File: src/rtl/jk_bank_pkg.sv
// +--------------------------------------------------------------------+
// | jk_bank_pkg : J-K encodings and next-state helper for jk_flipflop_bank |
// | Rev 1.0                                                            |
// +--------------------------------------------------------------------+
`default_nettype none

package jk_bank_pkg;

  localparam logic [1:0] JK_HOLD = 2'b00;
  localparam logic [1:0] JK_CLR  = 2'b01;
  localparam logic [1:0] JK_SET  = 2'b10;
  localparam logic [1:0] JK_TGL  = 2'b11;

  function automatic logic jk_next(input logic q, input logic j, input logic k);
    logic r;
    case ({j, k})
      JK_HOLD: r = q;
      JK_CLR:  r = 1'b0;
      JK_SET:  r = 1'b1;
      default: r = ~q;
    endcase
    return r;
  endfunction

endpackage

`default_nettype wire

File: src/rtl/tick_prescaler.sv
// +--------------------------------------------------------------------+
// | tick_prescaler : free-running divide-by-DIV clock-enable strobe      |
// | Rev 1.0                                                            |
// +--------------------------------------------------------------------+
`default_nettype none

module tick_prescaler #(
  parameter int DIV = 25_000_000
) (
  input  logic clock,
  input  logic reset_n,
  input  logic en,
  output logic tick
);

  localparam int CW = (DIV > 1) ? $clog2(DIV) : 1;
  localparam logic [CW-1:0] LAST = CW'(DIV - 1);

  if (DIV < 1) begin : g_div_check
    $error("tick_prescaler: DIV must be >= 1");
  end

  logic [CW-1:0] count_q;
  logic [CW-1:0] count_d;

  // tick is the combinational strobe for the cycle in which count wraps
  always_comb begin
    tick    = en && (count_q == LAST);
    count_d = count_q;
    if (en) begin
      count_d = tick ? '0 : count_q + 1'b1;
    end
  end

  always_ff @(posedge clock or negedge reset_n) begin
    if (!reset_n) begin
      count_q <= '0;
    end else begin
      count_q <= count_d;
    end
  end

endmodule

`default_nettype wire

File: src/rtl/jk_flipflop_bank.sv
// +--------------------------------------------------------------------+
// | jk_flipflop_bank : WIDTH J-K flops with input sync, load, change flags |
// | Rev 1.0                                                            |
// +--------------------------------------------------------------------+
`default_nettype none

module jk_flipflop_bank
  import jk_bank_pkg::*;
#(
  parameter int WIDTH       = 8,
  parameter int DIV         = 25_000_000,
  parameter int SYNC_STAGES = 2
) (
  input  logic             clock,
  input  logic             reset_n,
  input  logic             en,
  input  logic [WIDTH-1:0] j,
  input  logic [WIDTH-1:0] k,
  input  logic             load,
  input  logic [WIDTH-1:0] load_data,
  output logic [WIDTH-1:0] q,
  output logic [WIDTH-1:0] qbar,
  output logic             tick,
  output logic [WIDTH-1:0] changed
);

  if (WIDTH < 1 || DIV < 1 || SYNC_STAGES < 2) begin : g_param_check
    $error("jk_flipflop_bank: need WIDTH>=1, DIV>=1, SYNC_STAGES>=2");
  end

  logic             strobe;
  logic [WIDTH-1:0] jk_d;
  logic [WIDTH-1:0] state_q, state_d;
  logic [WIDTH-1:0] changed_q, changed_d;
  logic             tick_q, tick_d;

  tick_prescaler #(
    .DIV (DIV)
  ) u_prescaler (
    .clock   (clock),
    .reset_n (reset_n),
    .en      (en),
    .tick    (strobe)
  );

  for (genvar i = 0; i < WIDTH; i++) begin : g_chan
    logic [SYNC_STAGES-1:0] js_q, js_d;
    logic [SYNC_STAGES-1:0] ks_q, ks_d;

    always_comb begin
      js_d = {js_q[SYNC_STAGES-2:0], j[i]};
      ks_d = {ks_q[SYNC_STAGES-2:0], k[i]};
    end

    always_ff @(posedge clock or negedge reset_n) begin
      if (!reset_n) begin
        js_q <= '0;
        ks_q <= '0;
      end else begin
        js_q <= js_d;
        ks_q <= ks_d;
      end
    end

    assign jk_d[i] = jk_next(state_q[i], js_q[SYNC_STAGES-1], ks_q[SYNC_STAGES-1]);
  end

  // load overrides a coincident strobe; changed is zero whenever q is untouched
  always_comb begin
    state_d = state_q;
    if (load) begin
      state_d = load_data;
    end else if (strobe) begin
      state_d = jk_d;
    end
    changed_d = state_d ^ state_q;
    tick_d    = strobe;
  end

  always_ff @(posedge clock or negedge reset_n) begin
    if (!reset_n) begin
      state_q   <= '0;
      changed_q <= '0;
      tick_q    <= 1'b0;
    end else begin
      state_q   <= state_d;
      changed_q <= changed_d;
      tick_q    <= tick_d;
    end
  end

  assign q       = state_q;
  assign qbar    = ~state_q;
  assign tick    = tick_q;
  assign changed = changed_q;

endmodule

`default_nettype wire

File: config.mk
export PLATFORM = sky130hd
export DESIGN_NAME = jk_flipflop_bank
export DESIGN_NICKNAME = d
export VERILOG_FILES = /design/src/rtl/jk_bank_pkg.sv /design/src/rtl/tick_prescaler.sv /design/src/rtl/jk_flipflop_bank.sv
export SDC_FILE = /design/constraint.sdc
export NUM_CORES = 1
export LEC_CHECK = 0
export CAP_MARGIN = 20
export CORE_ASPECT_RATIO = 1.75
export CORE_UTILIZATION = 57
export DETAILED_ROUTE_END_ITERATION = 10
export PLACE_DENSITY = 0.92
export SLEW_MARGIN = 20
export SYNTH_ARGS = -nofsm -noshare
export SYNTH_HDL_FRONTEND = slang
export SYNTH_SLANG_ARGS = --single-unit
File: constraint.sdc
create_clock -name clock -period 3.27 [get_ports clock]
set_input_delay 0.327 -clock clock [delete_from_list [all_inputs] [get_ports clock]]
set_output_delay 0.327 -clock clock [all_outputs]
set_load 0.03 [all_outputs]
==> run metrics, run 1 <==
status=complete, no violations; vias in the first global route=2521; core region area=0.00530 mm2; die height=101 um; Peak VDD IR=584 uV; Mapped Cells=281; setup TNS=0 ns; Rel. slew slack=42.0%; Yosys warnings=0; CP max stage cell=and3_1; Max Cap Viol=0; # setup viols final=0; reg2reg end=u_prescaler.count_q[19]$_DFFE_PN0P_; Final nets=363; startpoint types=input port; Final period util=64.6%; CP peak stage delay=0.61 ns; Register Area=0.00185 mm2; Layout area overhead=24.6%; Max Fanout on Critical Path=19; number of clock sinks=74; initial antenna violation count=0; Detailed Routing Iterations Pass 1=5; CP top delay family=simple AND/OR/NAND/NOR gates; largest net degree at the start of global routing=42; worst slew pin tran=0.869 ns; ANT nets after route=0; ant diodes=0; register area share after synthesis=58.5%; Clock Tree Buf Depth=2; R2R Setup Slk=1.18 ns; Final WS setup=1.16 ns; share of layout cells above drive strength 1=9.44%; CTS tree=built; CTS root buf=clkbuf_8; CP Buf/Inv Count=1; GRT Util Overall=26.2%; Critical Path RT=3.51 ns; Synth Cell Area=0.00317 mm2; multi-input combinational cell area=0.00115 mm2; Port Buf Inserts=52; via count of the routed design=2443; post-synthesis net count=310; worst reg2reg path startpoint=u_prescaler.count_q[0]$_DFFE_PN0P_; total wire length=6860 um; hold_buf cts=0; gpl congestion=0.873; pre-CTS setup slack=0.834 ns; clock latency on the worst-skew pair=0.35 ns; vias per inst=5.92; Routed wire per std cell=16.6 um; htree depth=3; filler instances=344; minimum clock period=2.11 ns; Power Dens Cells=547 mW/mm2; io pins=53; clock-pin slew on the worst setup and hold paths=0.08 ns; most frequent cells in the layout=dfrtp_1, clkdlybuf4s50_1, nand2_1; initial DRC count=87; Fmax=0.473 GHz; Clock Skews=0.00745 ns; Worst setup EP type=register; Chip Width=58.4 um; HP Class=in2async; Worst R2R Path Depth=5; FP Rows=35; total setup buffers inserted after CTS=0; CTS Buf Count=9; first-pass GRT wire length=11500 um; Overflow after GRT=0; Starting Density=59.8%; synthesized flop and latch total=74; Leakage=1.68 nW; final hold viol count=0; Post-route DRC=0; die area=0.00587 mm2; post-synthesis cell type count=47; CP arrival=2.36 ns; CTS resizes=0; RSZ-0062 raised after global routing=no; CP Cell Sequence=clkdlybuf4s50_1, and4_1, and3_1, a221oi_1, a31o_2; critical path class=in2reg; most common cell after layout, fill and taps aside=dfrtp_1; Final Max Tran Viols=0; HPWL after detailed placement=4690 um; syn_area_per_cell=11.3 um2
[cell type report]
cell class | count | share of cell area, %
well taps | 74 | 2.35
clock buffers | 9 | 3.14
clock inverters | 7 | 2.57
inverters | 21 | 2.00
flip-flops and latches | 74 | 46.9
multi-input cells | 171 | 29.0
repair buffers | 57 | 14.0
[registers in the layout, summed over array words and instances, names as in the netlist]
signal	count
q	8
u_prescaler.count_q	25
g_chan.js_q	16
tick	1
changed	8
g_chan.ks_q	16
[cells by family (layout without fill, tap and decap cells)]
group,count (synthesis),after routing,share of synthesized area [%]
compound gates,67,67,14.7
buf+inv,36,94,5.37
flops,74,74,58.5
simple gates,86,86,16.2
fa+ha+maj,1,1,0.395
xor+xnor,14,14,3.87
mux,3,3,0.987
[how the worst max path moves through the flow]
stage,slack (ns),cells after the start,startpoint,to
6_report,1.16,5,en,u_prescaler.count_q[19]$_DFFE_PN0P_
5_1_grt,1.0,5,en,u_prescaler.count_q[19]$_DFFE_PN0P_
4_1_cts,1.18,5,en,u_prescaler.count_q[19]$_DFFE_PN0P_
3_5_place_dp,0.83,5,en,u_prescaler.count_q[19]$_DFFE_PN0P_
3_3_place_gp,0.90,5,en,u_prescaler.count_q[19]$_DFFE_PN0P_
2_1_floorplan,1.60,7,u_prescaler.count_q[0]$_DFFE_PN0P_,q[7]$_DFF_PN0_
[power breakdown]
| part | leakage, nW | switching, mW | internal, mW |
|---|---|---|---|
| logic | 0.669 | 0.166 | 0.144 |
| registers | 0.905 | 0.0699 | 0.992 |
| clock network | 0.106 | 0.352 | 0.434 |
| total | 1.68 | 0.588 | 1.57 |
[stage by stage]
stage	cell area, um2	utilization [%]	hold slack, ns	total power [mW]	cells
4_1_cts	3950	74.5	0.113	2.17	413
3_5_place_dp	3720	70.2	0.336	1.39	397
2_1_floorplan	3170	-	0.0314	1.23	281
6_report	3950	74.5	0.0865	2.16	413
3_3_place_gp	3720	70.2	0.332	1.37	397
5_1_grt	3950	74.5	0.166	2.25	413
[per-layer routing]
metal	routed length, um	global-route usage [%]	share of wire [%]	vias up
li1	-	-	-	1130
met1	2710	33.3	40	1197
met2	3610	41.0	53	102
met3	428	7.45	6.2	14
met4	107	12.6	1.6	0
met5	0	0	0	-
[synthesized netlist by cell type, drive strengths merged]
cell	n	area, um2
nand2	22	82.6
o41a	1	11.3
and3	6	37.5
o21ai	18	90.1
nand4	9	62.6
or4	4	33.8
a221oi	1	8.76
ha	1	12.5
xnor2	9	78.8
or3	1	6.26
a21oi	7	38.8
clkbuf	5	18.8
o41ai	7	68.8
nor4b	1	15.0
nor2	8	30.0
o211ai	1	7.51
o21a	1	7.51
nor3	2	10.0
mux2	1	11.3
dfrtp	74	1850
nand3	15	80.1
a31o	1	8.76
and4	12	108
o31ai	13	97.6
a31oi	8	50.1
and2	3	18.8
a41oi	1	8.76
nor4	2	18.8
inv	21	78.8
mux2i	2	20.0
o22a	6	52.6
a22oi	1	7.51
a2bb2oi	1	8.76
buf	10	72.6
and4b	1	10.0
xor2	5	43.8
Note: power is estimated with default switching activity, not from simulation.
==> run 2: changes to the inputs <==
--- a/config.mk
+++ b/config.mk
@@ -7,9 +7,9 @@
 export LEC_CHECK = 0
 export CAP_MARGIN = 20
 export CORE_ASPECT_RATIO = 1.75
-export CORE_UTILIZATION = 57
+export CORE_UTILIZATION = 47
 export DETAILED_ROUTE_END_ITERATION = 10
-export PLACE_DENSITY = 0.92
+export PLACE_DENSITY = 0.82
 export SLEW_MARGIN = 20
 export SYNTH_ARGS = -nofsm -noshare
 export SYNTH_HDL_FRONTEND = slang
==> constraint.sdc (replaced) <==
create_clock -name clock -period 1.7 [get_ports clock]
set_input_delay 0.17 -clock clock [delete_from_list [all_inputs] [get_ports clock]]
set_output_delay 0.17 -clock clock [all_outputs]
set_load 0.03 [all_outputs]
==> run metrics, run 2 (same netlist as run 1, synthesis figures left out) <==
total wire length=7310 um; Starting Density=48.5%; most frequent cells in the layout=dfrtp_1, clkdlybuf4s50_1, buf_4; largest register by flop count=u_prescaler.count_q; CP peak stage delay=0.71 ns; startpoint types=register; Critical Path RT=1.53 ns; Port Buf Inserts=52; Detailed Routing Iterations Pass 1=4; most common cell after layout, fill and taps aside=dfrtp_1; CTS Buf Count=9; Clock Tree Buf Depth=2; first-pass GRT wire length=11700 um; final hold viol count=0; total setup buffers inserted after CTS=0; GRT Util Overall=21.9%; critical path class=reg2out; Final nets=391; initial DRC count=97; Chip Width=64.1 um; max reg flops=25; # setup viols final=0; final core utilization=68.4%; CP max stage cell=clkdlybuf4s50_1; largest net degree at the start of global routing=75; CP arrival=1.51 ns; initial antenna violation count=0; status=complete, no violations; clock latency on the worst-skew pair=0.34 ns; CP Cell Sequence=clkdlybuf4s50_1; Post-route DRC=0; vias per inst=5.78; Routed wire per std cell=16.3 um; Clock Skews=0.0114 ns; Final Max Tran Viols=0; HPWL after detailed placement=4920 um; Peak VDD IR=951 uV; Rel. slew slack=75.2%; minimum clock period=1.68 ns; number of clock sinks=74; via count of the routed design=2596; ANT nets after route=0; Max Fanout on Critical Path=6; die area=0.00709 mm2; CTS tree=built; worst slew pin tran=0.372 ns; clock-pin slew on the worst setup and hold paths=0.06 ns; Power Dens Cells=975 mW/mm2; gpl congestion=0.869; RSZ-0062 raised after global routing=yes; die height=111 um; Layout area overhead=41.1%; vias in the first global route=2624; FP Rows=39; Overflow after GRT=0; share of layout cells above drive strength 1=21.8%; Fmax=0.596 GHz; CP Buf/Inv Count=1; CTS root buf=clkbuf_16; Worst setup EP type=primary output; io pins=53; Final period util=98.8%; largest registers=u_prescaler.count_q (25), g_chan.js_q (16), g_chan.ks_q (16); Leakage=1.99 nW; htree depth=3; core region area=0.00654 mm2; ant diodes=0; Final WS setup=0.0211 ns; pre-CTS setup slack=-0.235 ns; hold_ws=0.275 ns; CP top delay family=buffers and inverters; Max Cap Viol=0; HP Class=in2reg
## run 2: cell types whose count changed in the layout (fill, tap and decap cells not counted), sizes merged
cell           delta
dlygate4sd3       +1
clkinvlp          -1
clkbuf            +3
dlymetal6s2s      +7
bufinv            -2
inv               -1
dlygate4sd2       +1
buf              +26
clkdlybuf4s50     -8
clkinv            +2
## run 2: metrics by stage
step | instances | cell area [um2] | setup TNS, ns | power (mW)
2_1_floorplan | 281 | 3170 | 0 | 2.37
3_3_place_gp | 431 | 3950 | -2.60 | 2.69
3_5_place_dp | 431 | 3950 | -5.10 | 2.71
4_1_cts | 448 | 4260 | -0.0625 | 4.37
6_report | 449 | 4470 | 0 | 4.36
5_1_grt | 449 | 4470 | -0.306 | 4.55
## run 2: path summary, 6_finish.rpt
kind,depth (start not counted),start,to,slack [ns]
min in group asynchronous,3,reset_n,u_prescaler.count_q[6]$_DFFE_PN0P_,0.40
max reg2reg,5,u_prescaler.count_q[6]$_DFFE_PN0P_,changed[0]$_DFF_PN0_,0.03
min reg2reg,0,g_chan[3].ks_q[0]$_DFF_PN0_,g_chan[3].ks_q[1]$_DFF_PN0_,0.34
max,1,q[1]$_DFF_PN0_,q[1],0.02
max in group asynchronous,3,reset_n,u_prescaler.count_q[4]$_DFFE_PN0P_,0.99
min,1,j[4],g_chan[4].js_q[0]$_DFF_PN0_,0.27
## run 2: timing repair
action	in CTS	in global routing
endpoints found under the setup margin	11	26
pin swaps	0	9
gates cloned	0	1
hold buffers	1	0
hold endpoints to repair	74	0
gates resized for setup	6	42
## run 2: power breakdown
part           internal, mW  leakage, nW  switching [mW]
registers              1.91        0.905           0.120
clock network         0.980        0.129           0.670
logic                 0.328        0.953           0.347
## run 2: per-layer routing
metal | GRT usage [%] | routed length (um) | vias up
met5 | 0 | 0 | -
met4 | 14.2 | 316 | 0
met3 | 5.89 | 392 | 33
met2 | 36.0 | 3870 | 115
met1 | 24.4 | 2720 | 1263
li1 | - | - | 1185
## run 2: area by class of cell
| class | instances | area, um2 |
|---|---|---|
| fill | 483 | 2070 |
| timing repair buffer | 85 | 855 |
| inverter | 21 | 78.8 |
| sequential | 74 | 1850 |
| tap | 82 | 103 |
| clock inverter | 5 | 31.3 |
| clock buffer | 11 | 233 |
| multi-input combinational | 171 | 1320 |
==> run 3: changes to the inputs <==
--- a/config.mk
+++ b/config.mk
@@ -10,7 +10,6 @@
 export CORE_UTILIZATION = 47
 export DETAILED_ROUTE_END_ITERATION = 10
 export PLACE_DENSITY = 0.82
-export SLEW_MARGIN = 20
 export SYNTH_ARGS = -nofsm -noshare
 export SYNTH_HDL_FRONTEND = slang
 export SYNTH_SLANG_ARGS = --single-unit
==> results of run 3 <==
The final DEF is identical to that of run 2; final timing and power are the same.
